===== src/rtl/decode_hazard_unit_pkg.sv =====
// Shared parameters and FSM encoding for the decode hazard unit.
package decode_hazard_unit_pkg;

    localparam int HZ_RIW         = 5;
    localparam int HZ_NUM_REGS    = 32;
    localparam int HZ_MUL_LATENCY = 5;

    typedef enum logic [1:0] {
        IDLE     = 2'd0,
        LOAD_USE = 2'd1,
        MEM_WAIT = 2'd2,
        MUL_BUSY = 2'd3
    } hazard_state_e;

    // Width of a counter that must hold values 0..lat.
    function automatic int cnt_width(input int lat);
        return $clog2(lat + 1);
    endfunction

endpackage


===== src/rtl/decode_hazard_unit_scoreboard.sv =====
// Load scoreboard: one pending bit per architectural register, two async read ports.
module hazard_scoreboard
    import decode_hazard_unit_pkg::*;
#(
    parameter int REGISTER_INDEX_WIDTH = HZ_RIW,
    parameter int NUM_REGISTERS        = HZ_NUM_REGS
) (
    input  logic                            clk,
    input  logic                            reset_n,
    input  logic                            set_en_in,
    input  logic [REGISTER_INDEX_WIDTH-1:0] set_address_in,
    input  logic                            clr_en_in,
    input  logic [REGISTER_INDEX_WIDTH-1:0] clr_address_in,
    input  logic [REGISTER_INDEX_WIDTH-1:0] rd1_address_in,
    output logic                            rd1_pending_out,
    input  logic [REGISTER_INDEX_WIDTH-1:0] rd2_address_in,
    output logic                            rd2_pending_out
);

    logic [NUM_REGISTERS-1:0] pending_q, pending_d;

    // Clear first so a set to the same index on the same edge wins; r0 never becomes pending.
    always_comb begin
        pending_d = pending_q;
        if (clr_en_in)
            pending_d[clr_address_in] = 1'b0;
        if (set_en_in && (set_address_in != '0))
            pending_d[set_address_in] = 1'b1;
    end

    // Pending bit register.
    always_ff @(posedge clk or negedge reset_n) begin
        if (!reset_n) pending_q <= '0;
        else          pending_q <= pending_d;
    end

    assign rd1_pending_out = pending_q[rd1_address_in];
    assign rd2_pending_out = pending_q[rd2_address_in];

endmodule


===== src/rtl/decode_hazard_unit.sv =====
// Decode hazard unit: stalls/bubbles the front-end pipeline registers for load-use,
// multi-cycle MUL occupancy and data-cache busy. Outputs are combinational from
// state and inputs so they settle before the decode registers capture on negedge.
module decode_hazard_unit
    import decode_hazard_unit_pkg::*;
#(
    parameter int REGISTER_INDEX_WIDTH = HZ_RIW,
    parameter int NUM_REGISTERS        = HZ_NUM_REGS,
    parameter int MUL_LATENCY          = HZ_MUL_LATENCY
) (
    input  logic                            clk,
    input  logic                            reset_n,
    input  logic [REGISTER_INDEX_WIDTH-1:0] id_src1_address_in,
    input  logic                            id_src1_used_in,
    input  logic [REGISTER_INDEX_WIDTH-1:0] id_src2_address_in,
    input  logic                            id_src2_used_in,
    input  logic                            id_is_mul_in,
    input  logic [REGISTER_INDEX_WIDTH-1:0] ex_dst_address_in,
    input  logic                            ex_mem_read_in,
    input  logic                            ex_reg_write_in,
    input  logic                            wb_valid_in,
    input  logic [REGISTER_INDEX_WIDTH-1:0] wb_address_in,
    input  logic                            mem_busy_in,
    output logic                            stall_out,
    output logic                            bubble_out,
    output logic                            mul_busy_out,
    output logic [1:0]                      state_out
);

    localparam int CNT_W = cnt_width(MUL_LATENCY);

    hazard_state_e    state_q, state_d;
    logic [CNT_W-1:0] cnt_q, cnt_d;
    logic             stall, bubble;
    logic             ex_load, src1_pending, src2_pending, hazard;

    assign ex_load = ex_mem_read_in & ex_reg_write_in;

    // A load advances into MEM (and becomes pending) on any edge the cache is not busy.
    hazard_scoreboard #(
        .REGISTER_INDEX_WIDTH (REGISTER_INDEX_WIDTH),
        .NUM_REGISTERS        (NUM_REGISTERS)
    ) u_scoreboard (
        .clk             (clk),
        .reset_n         (reset_n),
        .set_en_in       (ex_load & ~mem_busy_in),
        .set_address_in  (ex_dst_address_in),
        .clr_en_in       (wb_valid_in),
        .clr_address_in  (wb_address_in),
        .rd1_address_in  (id_src1_address_in),
        .rd1_pending_out (src1_pending),
        .rd2_address_in  (id_src2_address_in),
        .rd2_pending_out (src2_pending)
    );

    assign hazard =
        (id_src1_used_in && (id_src1_address_in != '0) &&
         (src1_pending || (ex_load && (ex_dst_address_in == id_src1_address_in)))) ||
        (id_src2_used_in && (id_src2_address_in != '0) &&
         (src2_pending || (ex_load && (ex_dst_address_in == id_src2_address_in))));

    // Next state and Mealy outputs; priority mem_busy > MUL occupancy > hazard > new MUL.
    // A MUL interrupted by a cache miss keeps its count in MEM_WAIT and resumes when the
    // cache frees up, so EX is never released early.
    always_comb begin
        state_d = state_q;
        cnt_d   = cnt_q;
        stall   = 1'b0;
        bubble  = 1'b0;
        if (mem_busy_in) begin
            stall   = 1'b1;
            state_d = MEM_WAIT;
        end else if ((state_q == MUL_BUSY) || ((state_q == MEM_WAIT) && (cnt_q != '0))) begin
            stall  = 1'b1;
            bubble = 1'b1;
            if (cnt_q <= CNT_W'(1)) begin
                state_d = IDLE;
                cnt_d   = '0;
            end else begin
                state_d = MUL_BUSY;
                cnt_d   = cnt_q - CNT_W'(1);
            end
        end else if (state_q == MEM_WAIT) begin
            // Hold one more cycle; hazards are looked at afresh once back in IDLE.
            stall   = 1'b1;
            state_d = IDLE;
        end else if (hazard) begin
            stall   = 1'b1;
            bubble  = 1'b1;
            state_d = LOAD_USE;
        end else begin
            // No hazard: the decoded instruction issues. A MUL leaving LOAD_USE is
            // tracked exactly like one issued from IDLE.
            state_d = IDLE;
            if (id_is_mul_in && (MUL_LATENCY > 1)) begin
                state_d = MUL_BUSY;
                cnt_d   = CNT_W'(MUL_LATENCY - 1);
            end
        end
    end

    // State and MUL counter registers.
    always_ff @(posedge clk or negedge reset_n) begin
        if (!reset_n) begin
            state_q <= IDLE;
            cnt_q   <= '0;
        end else begin
            state_q <= state_d;
            cnt_q   <= cnt_d;
        end
    end

    // Outputs forced low while reset is held, independent of live inputs.
    assign stall_out    = reset_n & stall;
    assign bubble_out   = reset_n & bubble;
    assign mul_busy_out = reset_n & (cnt_q != '0);
    assign state_out    = state_q;

endmodule


===== config.mk =====
export PLATFORM = sky130hd
export DESIGN_NAME = decode_hazard_unit
export DESIGN_NICKNAME = d
export VERILOG_FILES = /design/src/rtl/decode_hazard_unit_pkg.sv /design/src/rtl/decode_hazard_unit_scoreboard.sv /design/src/rtl/decode_hazard_unit.sv
export SDC_FILE = /design/constraint.sdc
export NUM_CORES = 1
export LEC_CHECK = 0
export CORE_ASPECT_RATIO = 1.5
export CORE_MARGIN = 2
export CORE_UTILIZATION = 55
export CTS_CLUSTER_DIAMETER = 100
export CTS_CLUSTER_SIZE = 40
export DETAILED_ROUTE_END_ITERATION = 8
export GPL_TIMING_DRIVEN = 0
export PLACE_DENSITY_LB_ADDON = 0.15
export SLEW_MARGIN = 30
export SYNTH_ARGS = -nofsm -noshare
export SYNTH_HDL_FRONTEND = slang
export SYNTH_SLANG_ARGS = --single-unit

===== constraint.sdc =====
create_clock -name clk -period 3 [get_ports clk]
set_input_delay 0.6 -clock clk [delete_from_list [all_inputs] [get_ports clk]]
set_output_delay 0.6 -clock clk [all_outputs]
set_load 0.01 [all_outputs]

==> metrics.md <==
| Metric | Value |
|---|---|
| Clock power frac | between 20% and 30% |
| Post-Syn Instances | 260 |
| Finish-stage setup viols | 0 |
| Final wirelength | 7.380 mm |
| Clock-pin slew on the worst setup and hold paths | 80 ps |
| Tmin final | 2927 ps |
| Pin count of the biggest net entering global routing | 28 |
| Critical-path cell list | buf_6 -> buf_6 -> nor2b_4 -> a22o_1 -> or4_4 -> o211ai_2 -> a22oi_2 -> or2_1 -> a21oi_2 -> buf_2 |
| Placeable core area | 0.004282 mm² |
| EDFF count, synth | 0 |
| Period utilization | between 90 and 100% |
| Vias | approximately 2400 |
| Die X | around 59 µm |
| Diode count | 0 |
| Initial antenna violation count | 0 |
| Pwr Density | about 530 mW/mm² |
| # rows | 29 |
| DRT Pass-1 Iters | 8 |
| Main synth FF type | dfrtp_1 |
| Sequential area share after synthesis | roughly 37% |
| Status | complete, but fails checks |
| First-pass GRT wire length | approximately 12 mm |
| Setup WS post-layout | between 70 and 80 ps |
| Synth area leaders | dfrtp_1 37%, o21ai_0 13%, mux4_2 8.2%, mux2i_1 5.2%, nand3b_1 3.6% |
| Slew of the pin with the lowest slew margin | 509.1 ps |
| GRT Residual Overflow | 0 |
| Tightest Hold Check Type | in2async |
| Switching power | 0.0005610 W |
| Fraction of registers with async set/reset | 100.0% |
| Net count after synthesis | 292 |
| Share of the synthesized area in the top cell type | 37.35% |
| Die area | slightly above 0.005 mm² |
| Vias per inst | ~6.7 |
| Dpl hpwl | approximately 5 mm |
| Crit-path max FO | 4 |
| Root Driver | clkbuf_8 |
| Synth Area per Inst | between 9 and 10 µm² |
| Slew margin rel. | 65.70% |
| Final layout net count | approximately 340 |
| Critical-path top delay cell | or4_4 |
| Leading area contributor after synthesis | dfrtp_1 |
| Layout cells sized above 1 | a little under a quarter |
| Number of DRC violations after detailed-routing iteration 0 | approximately 160 |
| I/O Pins | 34 |
| Routed Antenna Nets | 0 |
| Final hold viol count | 0 |
| Layout area overhead | 26.05% |
| Slew Viols, Final | 0 |
| CTS buffer count | 5 |
| Final Wtd Congestion | ~0.9 |
| Failing checks | DRC |
| Initial Utilization | roughly 58% |
| Synthesized area | ~0.0025 mm² |
| Routed length per instance | 20.67 µm |
| Die height | 86.22 µm |
| FMAX | roughly 340 MHz |
| Dpl cell area | 0.002811 mm² |
| Final Cell Area | between 0.003 and 0.004 mm² |
| Required time of the critical path | about 2400 ps |
| Clk_skew | around 8.4 ps |
| Residual DRC count | 5 |
| H-tree Lvls | 2 |
| Max VDD drop | roughly 0.34 mV |
| Reg2reg end | state_out[1]$_DFF_PN0_ |
| Gr usage total | 31.04% |
| Pleak | 1.317 nW |
| Yosys Warn Count | 0 |
| CTS tree | yes |
| Sw Ratio | 33.65% |
| #FFs+latches synth | 37 |
| Buf+Inv Stages, Crit Path | 3 |
| Post-CTS Hold Buffers | 0 |
| Vias in the first global route | roughly 2300 |
| Critical Path Sink Type | output port |
| Worst-Skew Late Latency | 300 ps |
| Hold Slack | roughly 190 ps |
| Max incr delay on CP | approximately 480 ps |
| IO buf count | 26 |
| CP delay by family, top | simple AND/OR/NAND/NOR gates |
| Netlist cell types | 50 |
| Comb power frac | approximately a third |
| CTS Buffer Depth | 2 |
| R2r setup slk | a little under 800 ps |
| Nature of the critical path startpoint | primary input |
| Reg2reg path depth | 9 |
| Pint | between 0.001 and 0.0015 W |
| Final core utilization | 72.97% |
| Part of the power in registers | between 30% and 40% |
| Critical path class | in2out |
| Most used cell, CP | buf_6 |
| CP arrival | approximately 2300 ps |
| Max cap viols | 0 |
| FF-to-FF Start | u_scoreboard.pending_q[11]$_DFF_PN0_ |
| Num Clock Sinks | 37 |
| Dpl ws | -947.5 ps |
per-layer routing:
metal / up-vias / wire length, µm / global-route usage, %
li1: 1081 / - / -
met4: 0 / 314 / 18.80
met5: - / 0 / 0
met1: 1145 / 2794 / 38.47
met2: 120 / 3766 / 49.19
met3: 31 / 504 / 6.119
area by class of cell:
type | instances | area (µm²)
multi-input combinational | 205 | 1520
inverter | 5 | 18.77
fill | 317 | 1157
timing repair buffer | 43 | 374.1
buffer | 13 | 107.6
clock buffer | 6 | 82.58
tap | 46 | 57.56
sequential | 37 | 925.9
clock inverter | 2 | 37.54
kinds of logic (layout without fill, tap and decap cells):
kind of cell | Yosys count | in the layout | synth area share [%]
AO/OA/AOI/OAI | 94 | 94 | 22.36
AND/OR/NAND/NOR | 74 | 74 | 16.81
buffers and inverters | 18 | 69 | 4.089
XOR/XNOR | 10 | 10 | 3.534
adder cells (fa/ha/maj) | 3 | 3 | 1.515
multiplexers | 24 | 24 | 14.34
flip-flops | 37 | 37 | 37.35
layout by cell type (no fill, tap or decap), types with 3 or more instances in the layout:
master and n:
mux4_2 9, nand3_1 9, buf_4 13, dfrtp_1 37
or3b_2 4, clkbuf_8 6, clkbuf_1 3, xor2_1 8
mux2i_1 12, dlymetal6s2s_1 3, nand2b_1 4, buf_2 11
a21oi_1 5, inv_1 5, ha_1 3, buf_12 3
buf_6 6, nor2_1 16, nand3b_1 12, clkdlybuf4s50_1 12
clkbuf_2 3, o21ai_0 63, nand2_1 11
metrics by stage:
stage               cells  total power (W)  setup TNS, ps
finish                357         0.001667              0
global route          357         0.001753        -0.6897
CTS                   354         0.001640              0
detailed placement    333         0.001155          -1835
global placement      332         0.001137          -2548
floorplan             260        0.0009623              0
how the worst max path moves through the flow:
stage          slack (ps)         end             startpoint  depth (start not counted)
4_1_cts               0.7  bubble_out  id_src2_address_in[4]                         10
3_5_place_dp         -950  bubble_out  id_src1_address_in[0]                          9
2_1_floorplan         220  bubble_out  id_src2_address_in[1]                          9
5_1_grt              -0.7  bubble_out  id_src2_address_in[0]                         10
6_report               70  bubble_out  id_src2_address_in[0]                         10
3_3_place_gp         -930  bubble_out  id_src2_address_in[0]                         10
registers in the layout, indices dropped and copies added (netlist names):
name                    cells
state_out                   2
cnt_q                       3
u_scoreboard.pending_q     32
worst reg2reg max path: stages, from the launching register on:
cell and delay (ps):
dfrtp_1 390, mux2i_1 90, a22o_1 220, or4_4 480, o211ai_2 100, a22oi_2 80
buf_4 150, buf_4 130, buf_4 140, a311o_1 340
power groups by stage:
stage	sequential, W	combinational, W	clock, W
floorplan	0.000646	0.000316	0
global placement	0.000655	0.000482	0
detailed placement	0.000662	0.000492	0
CTS	0.000653	0.000516	0.000470
global route	0.000665	0.000596	0.000493
finish	0.000655	0.000542	0.000470
what timing repair did:
| action | 4_1_cts | 5_1_grt |
|---|---|---|
| hold endpoints to repair | 0 | 0 |
| gates cloned | 2 | 0 |
| resized for setup | 41 | 22 |
| pin swaps | 9 | 10 |
| setup endpoints to repair | 2 | 2 |
| setup buffers | 11 | 3 |
synthesized netlist by cell type (all sizes together) (3+ instances only):
master  count
nand2b      4
or2         3
mux4        9
o21ai      65
xor2        8
mux2i      13
buf         8
nand2      12
inv         5
nand3b     12
or3b        4
a31oi       3
nor2       16
dfrtp      37
a21oi       7
nand3       9
nor2b       3
clkbuf      5
ha          3
(Power assumes the default switching activity.)
==> patch 1: new RTL, same settings <==
`HZ_NUM_REGS`: 32 -> 16.
--- a/src/rtl/decode_hazard_unit_pkg.sv
+++ b/src/rtl/decode_hazard_unit_pkg.sv
@@ -4,3 +4,3 @@
     localparam int HZ_RIW         = 5;
-    localparam int HZ_NUM_REGS    = 32;
+    localparam int HZ_NUM_REGS    = 16;
     localparam int HZ_MUL_LATENCY = 5;
Function: changed (a bounded check fails within 4 cycles, from zero or initial values and one cycle with reset_n low).
==> patch 1 against the unedited design <==
Critical endpoint is now stall_out; setup slack worse by 150 ps; via count shrank 37%; area after synthesis is 38% lower; routed wire length down 42%; sequential cell count decreased by 16; design area is 36% lower; register-to-register slack gained 30 ps; die area down 36%; total power shrank 39%; highest routed layer unchanged; the run ends with setup timing left; largest power group is now combinational cells.
==> patch 1: results (changes against the unedited design) <==
Post-Synthesis Mean Instance Area=8.96 µm² (-6.1%); total routing resource utilization after global routing=28.2% (-2.9 points); Largest register FFs=16 (-50%); Post-Route Skew=5.83 ps (-2.61 ps); Skew-Pair Late Insertion Delay=260 ps (-40 ps); number of DRC markers in iteration 0=86 (-47%); start point of the critical path=id_src1_address_in[1]; delay contributed by the slowest stage of the critical path=520 ps (+40 ps); worst-path maximum fanout=5 (+1); final-report setup violation count=1 (+1); share of the synthesized area in compound gates (AO/OA/AOI/OAI)=21.4% (-0.96 points); Worst Setup Slack, final=-77.7 ps (-151 ps); Post-Synth Adder-Cell Area=2.45% (+0.94 points); outcome=complete, but fails checks; worst-case vdd ir drop=0.447 mV (+30%); post-placement worst setup slack=-863 ps (+84.7 ps); layout cell share with drive strength beyond 1=18.3% (-5.5 points); fraction of synthesized area in multiplexers=11.0% (-3.3 points); ranking of synthesized cells by instance count=33 x sky130_fd_sc_hd__o21ai_0, 21 x sky130_fd_sc_hd__dfrtp_1, 14 x sky130_fd_sc_hd__nor2_1; hold slack=305 ps (+114 ps); largest net degree at the start of global routing=25 (-11%); HPWL after detailed placement=3.23 mm (-35%); xor-xnor portion of the synthesized cell area=5.15% (+1.6 points); Clk. pwr=0.182 mW (-61%); share of synthesized area occupied by flip-flops and latches=34.3% (-3.0 points); violations in the final reports=setup timing; number of search-and-repair iterations in the first detailed-routing pass=4 (-4); nets@finish=241 (-30%)
==> patch 1: changes by cell type in the layout (fill, tap and decap cells not counted), moves of 7 or more <==
cell	change
sky130_fd_sc_hd__o21ai_0	-30
sky130_fd_sc_hd__dfrtp_1	-16
sky130_fd_sc_hd__nand3b_1	-11
sky130_fd_sc_hd__buf_4	-7
sky130_fd_sc_hd__xor2_1	-7
==> patch 1: area by class of cell <==
| class | count | share of cell area [%] |
|---|---|---|
| plain buffers | 6 | 3.48 |
| clock buffers | 4 | 2.24 |
| inverters | 4 | 0.747 |
| multi-input cells | 140 | 50.6 |
| flip-flops and latches | 21 | 26.1 |
| well taps | 37 | 2.30 |
| repair buffers | 33 | 14.5 |
==> patch 1: repair_timing <==
| action | CTS | global route |
|---|---|---|
| resized for setup | 30 | 14 |
| setup endpoints to repair | 2 | 2 |
| pin swaps | 5 | 4 |
| setup buffers | 5 | 1 |
| endpoints found under the hold margin | 0 | 0 |
==> patch 1: metrics by stage <==
stage	utilization (%)	power [mW]	setup TNS, ps
finish	75.1	1.01	-77.7
global route	75.1	1.08	-90.3
CTS	73.3	1.00	-185
detailed placement	68.9	0.808	-1700
global placement	69.1	0.785	-1760
floorplan	-	0.645	0
==> patch 1: final timing paths <==
kind | cells after the start | to
hold / removal | 1 | state_out[1]
min in group clk | 2 | cnt_q[1]
setup reg to reg | 7 | state_out[0]
setup / recovery | 7 | stall_out
max in group asynchronous | 1 | u_scoreboard.pending_q[9]
hold reg to reg | 2 | cnt_q[1]
==> patch 1: metal layers <==
layer,wire length [µm],global-route usage [%],up-vias
met2,2300,54.1,75
met3,215,2.34,19
met1,1560,28.5,697
li1,-,-,707
met4,177,14.2,0
met5,0,0,-
==> patch 2: new RTL, same settings <==
Made on the original files. Reset style: synchronous (`reset_n`), changed in 2 clocked blocks. Comments in the files are not updated.
--- a/src/rtl/decode_hazard_unit_scoreboard.sv
+++ b/src/rtl/decode_hazard_unit_scoreboard.sv
@@ -31,3 +31,3 @@
     // Pending bit register.
-    always_ff @(posedge clk or negedge reset_n) begin
+    always_ff @(posedge clk) begin
         if (!reset_n) pending_q <= '0;
--- a/src/rtl/decode_hazard_unit.sv
+++ b/src/rtl/decode_hazard_unit.sv
@@ -102,3 +102,3 @@
     // State and MUL counter registers.
-    always_ff @(posedge clk or negedge reset_n) begin
+    always_ff @(posedge clk) begin
         if (!reset_n) begin
Behaviour: differs if reset_n is asserted again (counterexample within 4 cycles, from zero or initial values and one cycle with reset_n low); with reset_n held inactive, the same outputs for 4 cycles.
==> patch 2 against the unedited design <==
The flow finishes with violations (setup timing); count of clock-buffer cells in the layout is 1 higher; critical endpoint unchanged; routed wire length is 5.5% higher; sequential cell count stayed put; setup slack worse by 190 ps; area after synthesis is 0.91% lower; largest cell class unchanged; non-clock buffer count is 4 higher; register-to-register slack worse by 180 ps; design area is 1.7% higher.
Power is not compared: it rests on default switching activity, and its combinational part moved more than twofold at a synthesized area within 25%.
==> patch 2: results (changes against the unedited design) <==
outcome=complete, but fails checks; violations in the final reports=setup timing; number of DRC markers in iteration 0=170 (+4.9%); number of placed instances with taps included=364 (+9.3%); delay contributed by the slowest stage of the critical path=510 ps (+30 ps); ratio of routed vias to standard cells=6.60 (-0.93%); FF-to-FF setup slack=600 ps (-180 ps); number of distinct library cell variants in the gate-level netlist after synthesis=46 (-8.0%); Primary FF master, synth=sky130_fd_sc_hd__dfxtp_1; met2 routed WL=4.07 mm (+7.9%); count of synthesis-stage warnings from yosys=0 (unchanged); Post-Synthesis Mean Instance Area=8.41 µm² (-12%); cell family contributing the most delay on the critical path=compound AO/OA/AOI/OAI gates; nets@finish=374 (+9.4%); met3 WL post-DR=584 µm (+16%); total routing resource utilization after global routing=30.5% (-0.51 points); top layer used by detailed routing=met4; vias in the first global route=2315 (-1.1%); share of synthesized flip-flops with an asynchronous set or reset=0% (-100 points); Worst Setup Slack, final=-115 ps (-188 ps); final-report setup violation count=2 (+2); number of fill cells=315 (-0.63%); worst reg2reg startpoint=u_scoreboard.pending_q[7]; met2 track demand over resource=54.3% (+5.1 points); post-placement worst setup slack=-1200 ps (-253 ps); dominant cells by area after synthesis=sky130_fd_sc_hd__dfxtp_1 30%, sky130_fd_sc_hd__a21oi_1 7.7%, sky130_fd_sc_hd__nand2_1 6.7%, sky130_fd_sc_hd__o21ai_0 6.5%, sky130_fd_sc_hd__mux4_2 6.4%; number of search-and-repair iterations in the first detailed-routing pass=5 (-3); met3 GRT Util=4.52% (-1.6 points); Slew HR=33.8% (-32 points); placed instance area=2780 µm² (-0.98%); ranking of synthesized cells by instance count=44 x sky130_fd_sc_hd__nand2_1, 38 x sky130_fd_sc_hd__a21oi_1, 37 x sky130_fd_sc_hd__dfxtp_1; nets in the synthesized netlist=324 (+11%); Routed met1 length=2.74 mm (-2.1%); largest net degree at the start of global routing=12 (-57%); HPWL after detailed placement=5.16 mm (+3.9%); number of cells on the worst reg-to-reg path=7 (-2); net switching power figure=0.317 mW; R2R Path End=cnt_q[1]; total vias in the final route=2566 (+8.0%); worst-path maximum fanout=3 (-1); number of gates given a new drive strength after cts=39 (-4.9%); wire length of the first global-routing pass=11.4 mm (-2.1%); arrival time at the worst endpoint=2510 ps (+180 ps); Storage cell area=741 µm² (-20%); share of synthesized area occupied by flip-flops and latches=30.2% (-7.2 points); hold slack=459 ps (+268 ps); Post-Route Skew=1.53 ps (-6.91 ps); Post CTS Setup Buffer Count=14 (+3); total length of routed wires=7.79 mm (+5.5%)
patch 2: cells by family (layout without fill, tap and decap cells):
| logic type | count (synthesis) | count (layout) | synth area share, % |
|---|---|---|---|
| buffers and inverters | 29 | 80 | 5.04 |
| AOI/OAI and AO/OA | 89 | 89 | 21.4 |
| adders and majority gates | 3 | 3 | 1.53 |
| xor gates and xnor gates | 10 | 10 | 3.57 |
| muxes | 26 | 26 | 17.9 |
| DFF | 37 | 37 | 30.2 |
| and+or+nand+nor | 98 | 98 | 20.4 |
patch 2: layout make-up:
class	instances	share of cell area, %
repair buffers	43	12.5
clock inverters	1	0.945
plain buffers	17	3.03
well taps	46	1.81
inverters	12	1.46
clock buffers	7	2.72
flip-flops and latches	37	23.3
multi-input cells	226	54.3
patch 2: tightest hold or removal path, cell delays in order, from the launching register on:
cell and delay [ps]:
sky130_fd_sc_hd__dfxtp_1 310, sky130_fd_sc_hd__nand2_1 50, sky130_fd_sc_hd__mux2i_1 50
